$ cat src/rtl/io_pwr_pkg.sv
// io_pwr_pkg: state encodings and default timing shared by the pad-ring power sequencer and chip top.
package io_pwr_pkg;
    localparam int PWR_STATE_W = 3;
    localparam int DEF_SYNC_STAGES = 2;
    localparam int DEF_DEBOUNCE_CYC = 64;
    localparam int DEF_BIAS_CYC = 16;
    localparam int DEF_OE_CYC = 4;
    localparam int DEF_CNT_W = 8;
    typedef enum logic [PWR_STATE_W-1:0] {
        PWR_OFF      = 3'd0,
        PWR_DEBOUNCE = 3'd1,
        PWR_BIAS     = 3'd2,
        PWR_INEN     = 3'd3,
        PWR_READY    = 3'd4,
        PWR_SHUTDN   = 3'd5,
        PWR_FAULT    = 3'd6
    } pwr_state_e;
endpackage

$ cat src/rtl/io_sync_bit.sv
// io_sync_bit: multi-flop synchronizer for one asynchronous level, cleared to 0 by reset.
module io_sync_bit #(
    parameter int STAGES = 2
) (
    input  logic clk,
    input  logic rst,
    input  logic d,
    output logic q
);
    logic [STAGES-1:0] chain;
    always_ff @(posedge clk) begin
        if (rst) chain <= '0;
        else chain <= {chain[STAGES-2:0], d};
    end
    assign q = chain[STAGES-1];
endmodule

$ cat src/rtl/io_ring_pwr_seq.sv
// io_ring_pwr_seq: power-up/down sequencer for one pad-ring segment with supply-loss gating and sticky fault.
module io_ring_pwr_seq
    import io_pwr_pkg::*;
#(
    parameter int SYNC_STAGES = DEF_SYNC_STAGES,
    parameter int DEBOUNCE_CYC = DEF_DEBOUNCE_CYC,
    parameter int BIAS_CYC = DEF_BIAS_CYC,
    parameter int OE_CYC = DEF_OE_CYC,
    parameter int CNT_W = DEF_CNT_W
) (
    input  logic                   clk,
    input  logic                   rst,
    input  logic                   vddq_ok_async,
    input  logic                   vdd_ok_async,
    input  logic                   shutdown_req,
    input  logic                   fault_clr,
    output logic                   pad_bias_en,
    output logic                   pad_ie_en,
    output logic                   pad_oe_en,
    output logic                   io_ready,
    output logic                   fault,
    output logic [PWR_STATE_W-1:0] state_o
);
    localparam logic [CNT_W-1:0] DEB_LAST = CNT_W'(DEBOUNCE_CYC - 1);
    localparam logic [CNT_W-1:0] BIAS_LAST = CNT_W'(BIAS_CYC - 1);
    localparam logic [CNT_W-1:0] OE_LAST = CNT_W'(OE_CYC - 1);

    logic vddq_s, vdd_s, sup_ok;
    pwr_state_e state, nxt;
    logic [CNT_W-1:0] timer;

    io_sync_bit #(.STAGES(SYNC_STAGES)) u_sync_vddq (.clk(clk), .rst(rst), .d(vddq_ok_async), .q(vddq_s));
    io_sync_bit #(.STAGES(SYNC_STAGES)) u_sync_vdd  (.clk(clk), .rst(rst), .d(vdd_ok_async),  .q(vdd_s));

    assign sup_ok = vddq_s & vdd_s;

    // supply loss outranks shutdown in READY so a dying rail always latches a fault
    always_comb begin
        nxt = PWR_OFF;
        case (state)
            PWR_OFF:      nxt = (sup_ok && !shutdown_req) ? PWR_DEBOUNCE : PWR_OFF;
            PWR_DEBOUNCE: nxt = (!sup_ok || shutdown_req) ? PWR_OFF : (timer == DEB_LAST) ? PWR_BIAS : PWR_DEBOUNCE;
            PWR_BIAS:     nxt = (!sup_ok || shutdown_req) ? PWR_OFF : (timer == BIAS_LAST) ? PWR_INEN : PWR_BIAS;
            PWR_INEN:     nxt = (!sup_ok || shutdown_req) ? PWR_OFF : (timer == OE_LAST) ? PWR_READY : PWR_INEN;
            PWR_READY:    nxt = !sup_ok ? PWR_FAULT : shutdown_req ? PWR_SHUTDN : PWR_READY;
            PWR_SHUTDN:   nxt = (!sup_ok || timer == OE_LAST) ? PWR_OFF : PWR_SHUTDN;
            PWR_FAULT:    nxt = (fault_clr && sup_ok) ? PWR_OFF : PWR_FAULT;
            default:      nxt = PWR_OFF;
        endcase
    end

    // outputs are registered from the next state so gating happens on the same edge as the transition
    always_ff @(posedge clk) begin
        if (rst) begin
            state       <= PWR_OFF;
            timer       <= '0;
            pad_bias_en <= 1'b0;
            pad_ie_en   <= 1'b0;
            pad_oe_en   <= 1'b0;
            io_ready    <= 1'b0;
            fault       <= 1'b0;
        end else begin
            state       <= nxt;
            timer       <= (nxt != state) ? '0 : (timer == '1) ? timer : timer + 1'b1;
            pad_bias_en <= nxt inside {PWR_BIAS, PWR_INEN, PWR_READY, PWR_SHUTDN};
            pad_ie_en   <= nxt inside {PWR_INEN, PWR_READY, PWR_SHUTDN};
            pad_oe_en   <= nxt == PWR_READY;
            io_ready    <= nxt == PWR_READY;
            fault       <= nxt == PWR_FAULT;
        end
    end

    assign state_o = state;
endmodule

$ cat config.mk
export PLATFORM = sky130hd
export DESIGN_NAME = io_ring_pwr_seq
export DESIGN_NICKNAME = d
export VERILOG_FILES = /design/src/rtl/io_pwr_pkg.sv /design/src/rtl/io_sync_bit.sv /design/src/rtl/io_ring_pwr_seq.sv
export SDC_FILE = /design/constraint.sdc
export NUM_CORES = 1
export LEC_CHECK = 0
export ABC_AREA = 1
export ABC_CLOCK_PERIOD_IN_PS = 1410
export CORE_ASPECT_RATIO = 0.75
export CORE_UTILIZATION = 48
export DETAILED_ROUTE_END_ITERATION = 7
export PLACE_DENSITY = 0.74
export SYNTH_ARGS = -nofsm -noshare
export SYNTH_HDL_FRONTEND = slang
export SYNTH_SLANG_ARGS = --single-unit
$ cat constraint.sdc
create_clock -name clk -period 1.41 [get_ports clk]
set_input_delay 0.3525 -clock clk [delete_from_list [all_inputs] [get_ports clk]]
set_output_delay 0.3525 -clock clk [all_outputs]
set_load 0.02 [all_outputs]
==> metrics, run 1 <==
Cell Pwr Density 606 nW/µm²; first-pass GRT wire length 4.26 mm; final setup TNS -1.15 ns; Metal-1 WL 1.22 mm; DR vias/cell 4.95; Fmax 0.650 GHz; crit path cell chain ha_4 > nand3_4 > nor2_4 > nand2_1 > nand2_1 > nand3_2 > nand2_2 > inv_2 > nor2_4 > nand2_4 > nor2_2; Worst Hold Slack 0.405 ns; antenna violations before repair 0; DRC 0; DP HPWL 1.95 mm; share of cells above drive strength 1 0.475; Rel. slew slack 0.829; WL met2 1.35 mm; count of unique library cells instantiated by Yosys 23; DP Area 1430 µm²; gr usage total 0.237; Primary FF master, synth dfxtp_1; Yosys top cell area share 0.363; Rows 14; die area 2370 µm²; wire length per cell 12.2 µm; CTS tree built; sequential fraction of the synthesis area 0.363; Critical Path End Type flop; CP arrival 1.79 ns; total CTS buffers 3; Routed WL 2.75 mm; Worst-Margin Slew 0.254 ns; largest net degree at the start of global routing 11; top layer in use met4; cell taking the most area after synthesis dfxtp_1; Post-Syn Nets 158; Crit. Startpoint timer[1]; top post-synthesis cells by area dfxtp_1 36%, nor2_1 9.0%, nand2_1 8.6%; Top Ports 14; GPL Wtd Cong 0.822; Cells after DPL 214; Avg Cell Area, Syn 6.94 µm²; VDD IR max 0.689 mV; Max stage delay on crit path 0.37 ns; post-route ant nets 0; sink of the worst hold path u_sync_vdd.chain[1]; post-cts hold buffer count 0; Hold Vio Cnt, Final 0; Crit-path slowest cell dfxtp_2; Tcrit/Tclk final 1.09; die width 55.9 µm; met3 wire len 136 µm; final setup margin -0.128 ns; worst hold path startpoint u_sync_vdd.chain[0]; R2R Path End timer[5]; Reg2Reg Depth 11; Initial Utilization 0.515; die height 42.5 µm; Layout area overhead 50.7%; hold path cells 2; vias in the first global route 1,019; Final Non-Filler Cells 226; Worst-Skew Late Latency 0.31 ns; Yosys reg bits 19; ys async rst share 0; Hold Crit Class flop to flop; EDFF count, synth 0; Synth warnings 0; Fill cells 150; fin util 0.776; Tmin final 1.54 ns; CP max FO 8; Setup Viol. Count Final 12; fin nets 210; Mapped Area 1050 µm²; Pleak 0.753 nW; Antenna diodes 0; clk sinks 19; Post-Layout Inst Area 1580 µm²; Setup Slack @ Placement -0.461 ns; Core Box Area 2030 µm²; worst r2r src timer[1]; Max Slew Vio Count 0; multi-input logic area 641 µm²; GR Overflow Total 0; Worst-path clk slew 0.11 ns; unrepaired setup endpoints after global routing yes; CTS root buf clkbuf_4; Max Cap Violations 0; 1st-iter DRT viols 46; clk_skew 0.0109 ns; worst-case clock buffer depth 2; status complete, but fails checks; Reg area 395 µm²; Design Power 0.956 mW; WS Path Type flop to flop; synthesized instance count 151; CP Data Required Time 1.66 ns; DR vias 1,118; crit start category flop; number of I/O port buffers 13; H-tree levels 1; reg2reg setup slack -0.13 ns; failing checks setup timing; DRT Pass-1 Iters 4
-- flip-flops by register name, summed over array words and instances, names as in the netlist --
signal             cells
timer                  8
state_o                3
u_sync_vdd.chain       2
u_sync_vddq.chain      2
fault                  1
io_ready               1
pad_bias_en            1
pad_ie_en              1
-- kinds of logic (layout without fill, tap and decap cells) --
family,after synthesis,after routing,share of synthesized area
buf+inv,25,76,0.0932
xor+xnor,3,3,0.0251
simple gates,94,94,0.460
flops,19,19,0.363
compound gates,9,9,0.0466
fa+ha+maj,1,1,0.0119
-- power breakdown --
| group | internal, mW | leakage (nW) | switching (mW) | total, mW |
|---|---|---|---|---|
| registers | 0.550 | 0.159 | 0.0134 | 0.563 |
| logic | 0.0586 | 0.579 | 0.0526 | 0.111 |
| clock network | 0.111 | 0.0150 | 0.171 | 0.281 |
-- cells in the mapped netlist, types with 2 or more instances --
library cell / n
xnor2_1: 2
dfxtp_1: 19
nand3_1: 14
o21ai_1: 2
nand2_1: 24
inv_1: 18
a21oi_1: 3
nor2_2: 12
nor2_1: 25
nand3_2: 5
nor3_1: 4
inv_2: 5
nand2_2: 4
nor2_4: 3
o21ai_0: 3
-- repair_timing --
item                                    4_1_cts  5_1_grt
pin swaps                                     9        4
buffers inserted                              5        3
resized for setup                            24       15
endpoints found under the setup margin       18       17
-- critical path, delay by kind of cell (launching register included) --
family                     cells  cell delay [ns]
DFF                            1             0.37
and+or+nand+nor                9             0.90
buffers and inverters          1             0.05
adders and majority gates      1             0.17
-- how the worst max path moves through the flow --
stage | endpoint | slack [ns] | cells past startpoint
floorplan | timer[2] | -0.0007 | 12
global placement | timer[7] | -0.42 | 10
detailed placement | timer[7] | -0.46 | 12
CTS | timer[7] | -0.10 | 11
global route | timer[2] | -0.21 | 12
finish | timer[5] | -0.13 | 11
-- per-layer routing --
metal | vias to the layer above | GRT usage
li1 | 571 | -
met1 | 519 | 0.306
met2 | 23 | 0.395
met3 | 5 | 0.0278
met4 | 0 | 0.117
met5 | - | 0
-- layout by cell type, fill, tap and decap left out, types with 3 or more instances in the layout --
master,Yosys,final
buf_4,1,32
buf_6,0,3
clkbuf_4,0,3
clkdlybuf4s50_1,0,3
dfxtp_1,19,9
dfxtp_2,0,9
dlygate4sd2_1,0,6
inv_1,18,15
inv_2,5,8
nand2_1,24,18
nand2_2,4,10
nand3_1,14,13
nand3_2,5,4
nor2_1,25,23
nor2_2,12,12
nor2_4,3,5
nor3_1,4,3
o21ai_1,2,3
-- area by class of cell --
cell class              instances  share of cell area
inverters                      24              0.0571
multi-input cells             107               0.406
flip-flops and latches         19               0.251
repair buffers                 48               0.251
well taps                      24              0.0190
clock buffers                   4              0.0167
No activity file was read; power rests on OpenSTA's default activity.
==> run 2: changes to the inputs <==
--- a/config.mk
+++ b/config.mk
@@ -7,10 +7,10 @@
 export LEC_CHECK = 0
 export ABC_AREA = 1
 export ABC_CLOCK_PERIOD_IN_PS = 1410
-export CORE_ASPECT_RATIO = 0.75
 export CORE_UTILIZATION = 48
 export DETAILED_ROUTE_END_ITERATION = 7
 export PLACE_DENSITY = 0.74
+export SKIP_LAST_GASP = 1
 export SYNTH_ARGS = -nofsm -noshare
 export SYNTH_HDL_FRONTEND = slang
 export SYNTH_SLANG_ARGS = --single-unit
==> run 2 against run 1 <==
Compared with the run above: the flow still finishes with violations (setup timing); count of clock-buffer cells in the layout decreased by 1; total power shrank 0.34%; setup slack worse by 0.0020 ns; die area hardly changed; sequential power about the same; critical path depth grew 1; hold slack better by 0.0059 ns; largest cell class unchanged.
==> metrics, run 2 (same netlist as run 1, synthesis figures left out) <==
gr usage total 0.214; share of cells above drive strength 1 0.472; sink of the worst hold path u_sync_vddq.chain[1]; clk sinks 19; failing checks setup timing; Tcrit/Tclk final 1.09; vias in the first global route 970; fin nets 203; commonest non-fill, non-tap cell in the layout buf_4; die width 48.7 µm; Reg2Reg Depth 12; Hold Crit Class flop to flop; WS Path Type flop to flop; GR Overflow Total 0; DP Area 1420 µm²; DRT Pass-1 Iters 4; CP arrival 1.73 ns; Setup Viol. Count Final 12; crit start category flop; total CTS buffers 3; hold path cells 2; status complete, but fails checks; Worst Hold Slack 0.411 ns; number of I/O port buffers 13; DP HPWL 1.84 mm; CP Data Required Time 1.60 ns; worst r2r src timer[0]; Routed WL 2.66 mm; final setup margin -0.129 ns; unrepaired setup endpoints after global routing yes; Initial Utilization 0.523; Tmin final 1.54 ns; Max Slew Vio Count 0; antenna violations before repair 0; Rel. slew slack 0.816; R2R Path End timer[2]; Max Cap Violations 0; fin util 0.766; Setup Slack @ Placement -0.469 ns; Top Ports 14; wire length per cell 12.0 µm; 1st-iter DRT viols 37; Rows 16; GPL Wtd Cong 0.852; Hold Vio Cnt, Final 0; Layout area overhead 46.4%; Worst-Margin Slew 0.273 ns; DR vias/cell 4.87; Fmax 0.650 GHz; worst-case clock buffer depth 2; Worst-path clk slew 0.11 ns; die height 48.7 µm; Worst-Skew Late Latency 0.29 ns; DR vias 1,081; CTS root buf clkbuf_4; clk_skew 0.00761 ns; CP max FO 8; VDD IR max 0.654 mV; die area 2370 µm²; first-pass GRT wire length 4.02 mm; Core Box Area 2000 µm²; Design Power 0.953 mW; Antenna diodes 0; post-cts hold buffer count 0; post-route ant nets 0; DRC 0; Post-Layout Inst Area 1530 µm²; commonest non-fill, non-tap cells in the layout 27 x buf_4, 20 x nor2_1, 16 x nand2_1, 15 x inv_1, 15 x nor2_2; largest net degree at the start of global routing 13; worst hold path startpoint u_sync_vddq.chain[0]; Cell Pwr Density 622 nW/µm²; H-tree levels 1; reg2reg setup slack -0.13 ns; Biggest register timer; Critical Path End Type flop; max FFs per register 8; CTS tree built; Pleak 0.711 nW
[run 2: worst max-delay path by stage]
| stage | start | end | slack, ns | depth (start not counted) |
|---|---|---|---|---|
| after floorplan | timer[1] | timer[2] | -0.0007 | 12 |
| final | timer[0] | timer[2] | -0.13 | 12 |
| after global placement | shutdown_req | timer[1] | -0.41 | 10 |
| after global routing | timer[0] | timer[2] | -0.24 | 12 |
| after CTS | timer[0] | timer[5] | -0.12 | 11 |
| after detailed placement | shutdown_req | timer[5] | -0.47 | 10 |
[run 2: where the power goes]
part	switching [mW]	leakage, nW	internal [mW]
Combinational	0.0537	0.538	0.0641
Clock	0.164	0.0139	0.108
Sequential	0.0139	0.159	0.550
[run 2: layout make-up]
cell class              count  area [µm²]
clock buffers               3        22.5
fillers                   141         469
clock inverters             1        7.51
flip-flops and latches     19         394
inverters                  24        90.1
well taps                  27        33.8
repair buffers             41         334
multi-input cells         107         651
[run 2: critical path, cell delays in order, from the launching register on]
cell	delay, ns
dfxtp_2	0.38
ha_4	0.18
inv_2	0.05
nor2_2	0.09
nand2_2	0.09
nand2_2	0.07
nand2_2	0.08
nor2_4	0.13
nand2_1	0.08
nand2_2	0.08
nor2_4	0.04
nand2_4	0.13
nor2_2	0.05
[run 2: stage by stage]
stage               cells  setup TNS (ns)
global placement      214           -5.16
global route          222           -2.64
detailed placement    214           -5.66
floorplan             151       -0.000910
CTS                   221           -1.07
finish                222           -1.26
[run 2: what timing repair did]
action                                 CTS  global route
pin swaps                                5             6
buffers inserted                         3             1
gates cloned                             0             0
setup endpoints to repair               19            16
resized for setup                       19            17
endpoints found under the hold margin    0             0
[run 2: metal layers]
metal  up-vias  track usage  wire length [µm]
met1       478        0.278              1140
met3         4       0.0283               140
li1        559            -                 -
met2        40        0.370              1350
met4         0       0.0588                33
met5         -            0                 0
==> run 3: changes to the inputs <==
--- a/config.mk
+++ b/config.mk
@@ -6,10 +6,11 @@
 export NUM_CORES = 1
 export LEC_CHECK = 0
 export ABC_AREA = 1
-export ABC_CLOCK_PERIOD_IN_PS = 1410
+export ABC_CLOCK_PERIOD_IN_PS = 1300
 export CORE_UTILIZATION = 48
 export DETAILED_ROUTE_END_ITERATION = 7
 export PLACE_DENSITY = 0.74
+export RECOVER_POWER = 100
 export SKIP_LAST_GASP = 1
 export SYNTH_ARGS = -nofsm -noshare
 export SYNTH_HDL_FRONTEND = slang
==> constraint.sdc (replaced) <==
create_clock -name clk -period 1.3 [get_ports clk]
set_input_delay 0.325 -clock clk [delete_from_list [all_inputs] [get_ports clk]]
set_output_delay 0.325 -clock clk [all_outputs]
set_load 0.02 [all_outputs]
==> run 3 against run 2 <==
Compared with the run above: the flow still finishes with violations (setup timing); flip-flop and latch count unchanged; fmax shrank 2.4%; critical endpoint is now timer[7]; setup slack got worse by 0.15 ns; hold slack lost 0.0027 ns; critical path depth did not move.
==> metrics, run 3 (same netlist as run 1, synthesis figures left out) <==
Pleak 0.738 nW; H-tree levels 1; status complete, but fails checks; Top Ports 14; GR Overflow Total 0; wire length per cell 12.9 µm; max FFs per register 8; first-pass GRT wire length 4.29 mm; DP HPWL 1.85 mm; Initial Utilization 0.523; DR vias/cell 5.05; Tmin final 1.58 ns; Core Box Area 2000 µm²; Fmax 0.634 GHz; 1st-iter DRT viols 25; worst r2r src timer[1]; multi-input logic area 664 µm²; crit start category flop; DRT Pass-1 Iters 4; die height 48.7 µm; Fill cells 144; Worst-Margin Slew 0.306 ns; Worst-Skew Late Latency 0.31 ns; Rows 16; WS Path Type flop to flop; DR vias 1,166; commonest non-fill, non-tap cells in the layout 35 x buf_4, 22 x nor2_1, 16 x inv_1, 15 x nand2_1, 14 x nand3_1; CTS tree built; CTS root buf clkbuf_4; final setup margin -0.277 ns; share of cells above drive strength 1 0.500; worst-case clock buffer depth 2; VDD IR max 0.799 mV; CP Data Required Time 1.51 ns; final setup TNS -3.23 ns; clk sinks 19; reg2reg setup slack -0.28 ns; GPL Wtd Cong 0.842; Cell Pwr Density 658 nW/µm²; post-route ant nets 0; Max Slew Vio Count 0; Critical Path End Type flop; Biggest register timer; die area 2370 µm²; Reg area 395 µm²; CP max FO 8; sink of the worst hold path u_sync_vdd.chain[1]; Worst Hold Slack 0.409 ns; Rel. slew slack 0.796; R2R Path End timer[7]; fin util 0.794; die width 48.7 µm; Routed WL 2.98 mm; Hold Crit Class flop to flop; Setup Viol. Count Final 14; Antenna diodes 0; gr usage total 0.232; DRC 0; Hold Vio Cnt, Final 0; vias in the first global route 1,042; failing checks setup timing; unrepaired setup endpoints after global routing yes; total CTS buffers 3; Max Cap Violations 0; Layout area overhead 51.9%; Tcrit/Tclk final 1.21; CP arrival 1.78 ns; hold path cells 2; fin nets 212; worst hold path startpoint u_sync_vdd.chain[0]; largest net degree at the start of global routing 12; Worst-path clk slew 0.11 ns; Reg2Reg Depth 12; commonest non-fill, non-tap cell in the layout buf_4; number of I/O port buffers 13; antenna violations before repair 0; clk_skew 0.00309 ns
run 3: cell types whose count changed in the layout (fill, tap and decap cells not counted), moves of 3 or more:
| cell | previous run | this run |
|---|---|---|
| buf_4 | 27 | 35 |
| nor2_2 | 15 | 12 |
| dlygate4sd2_1 | 8 | 1 |
| clkbuf_1 | 0 | 3 |
run 3: critical path: stages, from the launching register on:
cell	delay, ns
dfxtp_2	0.37
ha_4	0.17
inv_2	0.06
nor2_4	0.10
nand2_4	0.07
nand2_2	0.09
nand2_4	0.06
nor2_4	0.17
nand2_2	0.07
nand2_2	0.08
nor2_4	0.04
nand2_4	0.13
nor2_2	0.06
run 3: per-stage QoR:
stage | setup slack, ns | power [mW] | std cells | instance area [µm²]
floorplan | -0.111 | 0.680 | 151 | 1080
global placement | -0.530 | 0.731 | 219 | 1450
detailed placement | -0.573 | 0.736 | 219 | 1450
CTS | -0.226 | 1.04 | 226 | 1530
global route | -0.368 | 1.09 | 231 | 1590
finish | -0.277 | 1.05 | 231 | 1590
run 3: area by class of cell:
| class | count | share of cell area |
|---|---|---|
| clock buffers | 3 | 0.0142 |
| clock inverters | 1 | 0.00315 |
| inverters | 24 | 0.0566 |
| multi-input cells | 107 | 0.418 |
| flip-flops and latches | 19 | 0.249 |
| well taps | 27 | 0.0212 |
| repair buffers | 50 | 0.238 |
run 3: worst max-delay path by stage:
stage                       from   endpoint  slack [ns]  depth (start not counted)
global placement    shutdown_req  pad_ie_en       -0.53                         11
detailed placement  shutdown_req  pad_ie_en       -0.57                         11
floorplan               timer[1]   timer[2]       -0.11                         12
CTS                     timer[0]   timer[6]       -0.23                         12
finish                  timer[1]   timer[7]       -0.28                         12
global route            timer[1]   timer[7]       -0.37                         12
run 3: metal layers:
metal	vias up	GRT usage	share of wire
li1	581	-	-
met4	0	0.123	0.023
met1	518	0.284	0.43
met3	9	0.0346	0.057
met2	58	0.391	0.49
met5	-	0	0
run 3: power breakdown:
group          leakage [nW]  internal (mW)  switching (mW)
combinational         0.561         0.0634          0.0603
sequential            0.159          0.596          0.0133
clock                0.0177          0.115           0.198
run 3: timing repair:
| item | CTS | global route |
|---|---|---|
| pin swaps | 14 | 10 |
| setup endpoints to repair | 23 | 22 |
| gates resized for setup | 28 | 25 |
| hold buffers | 0 | 0 |
| buffers inserted | 3 | 5 |
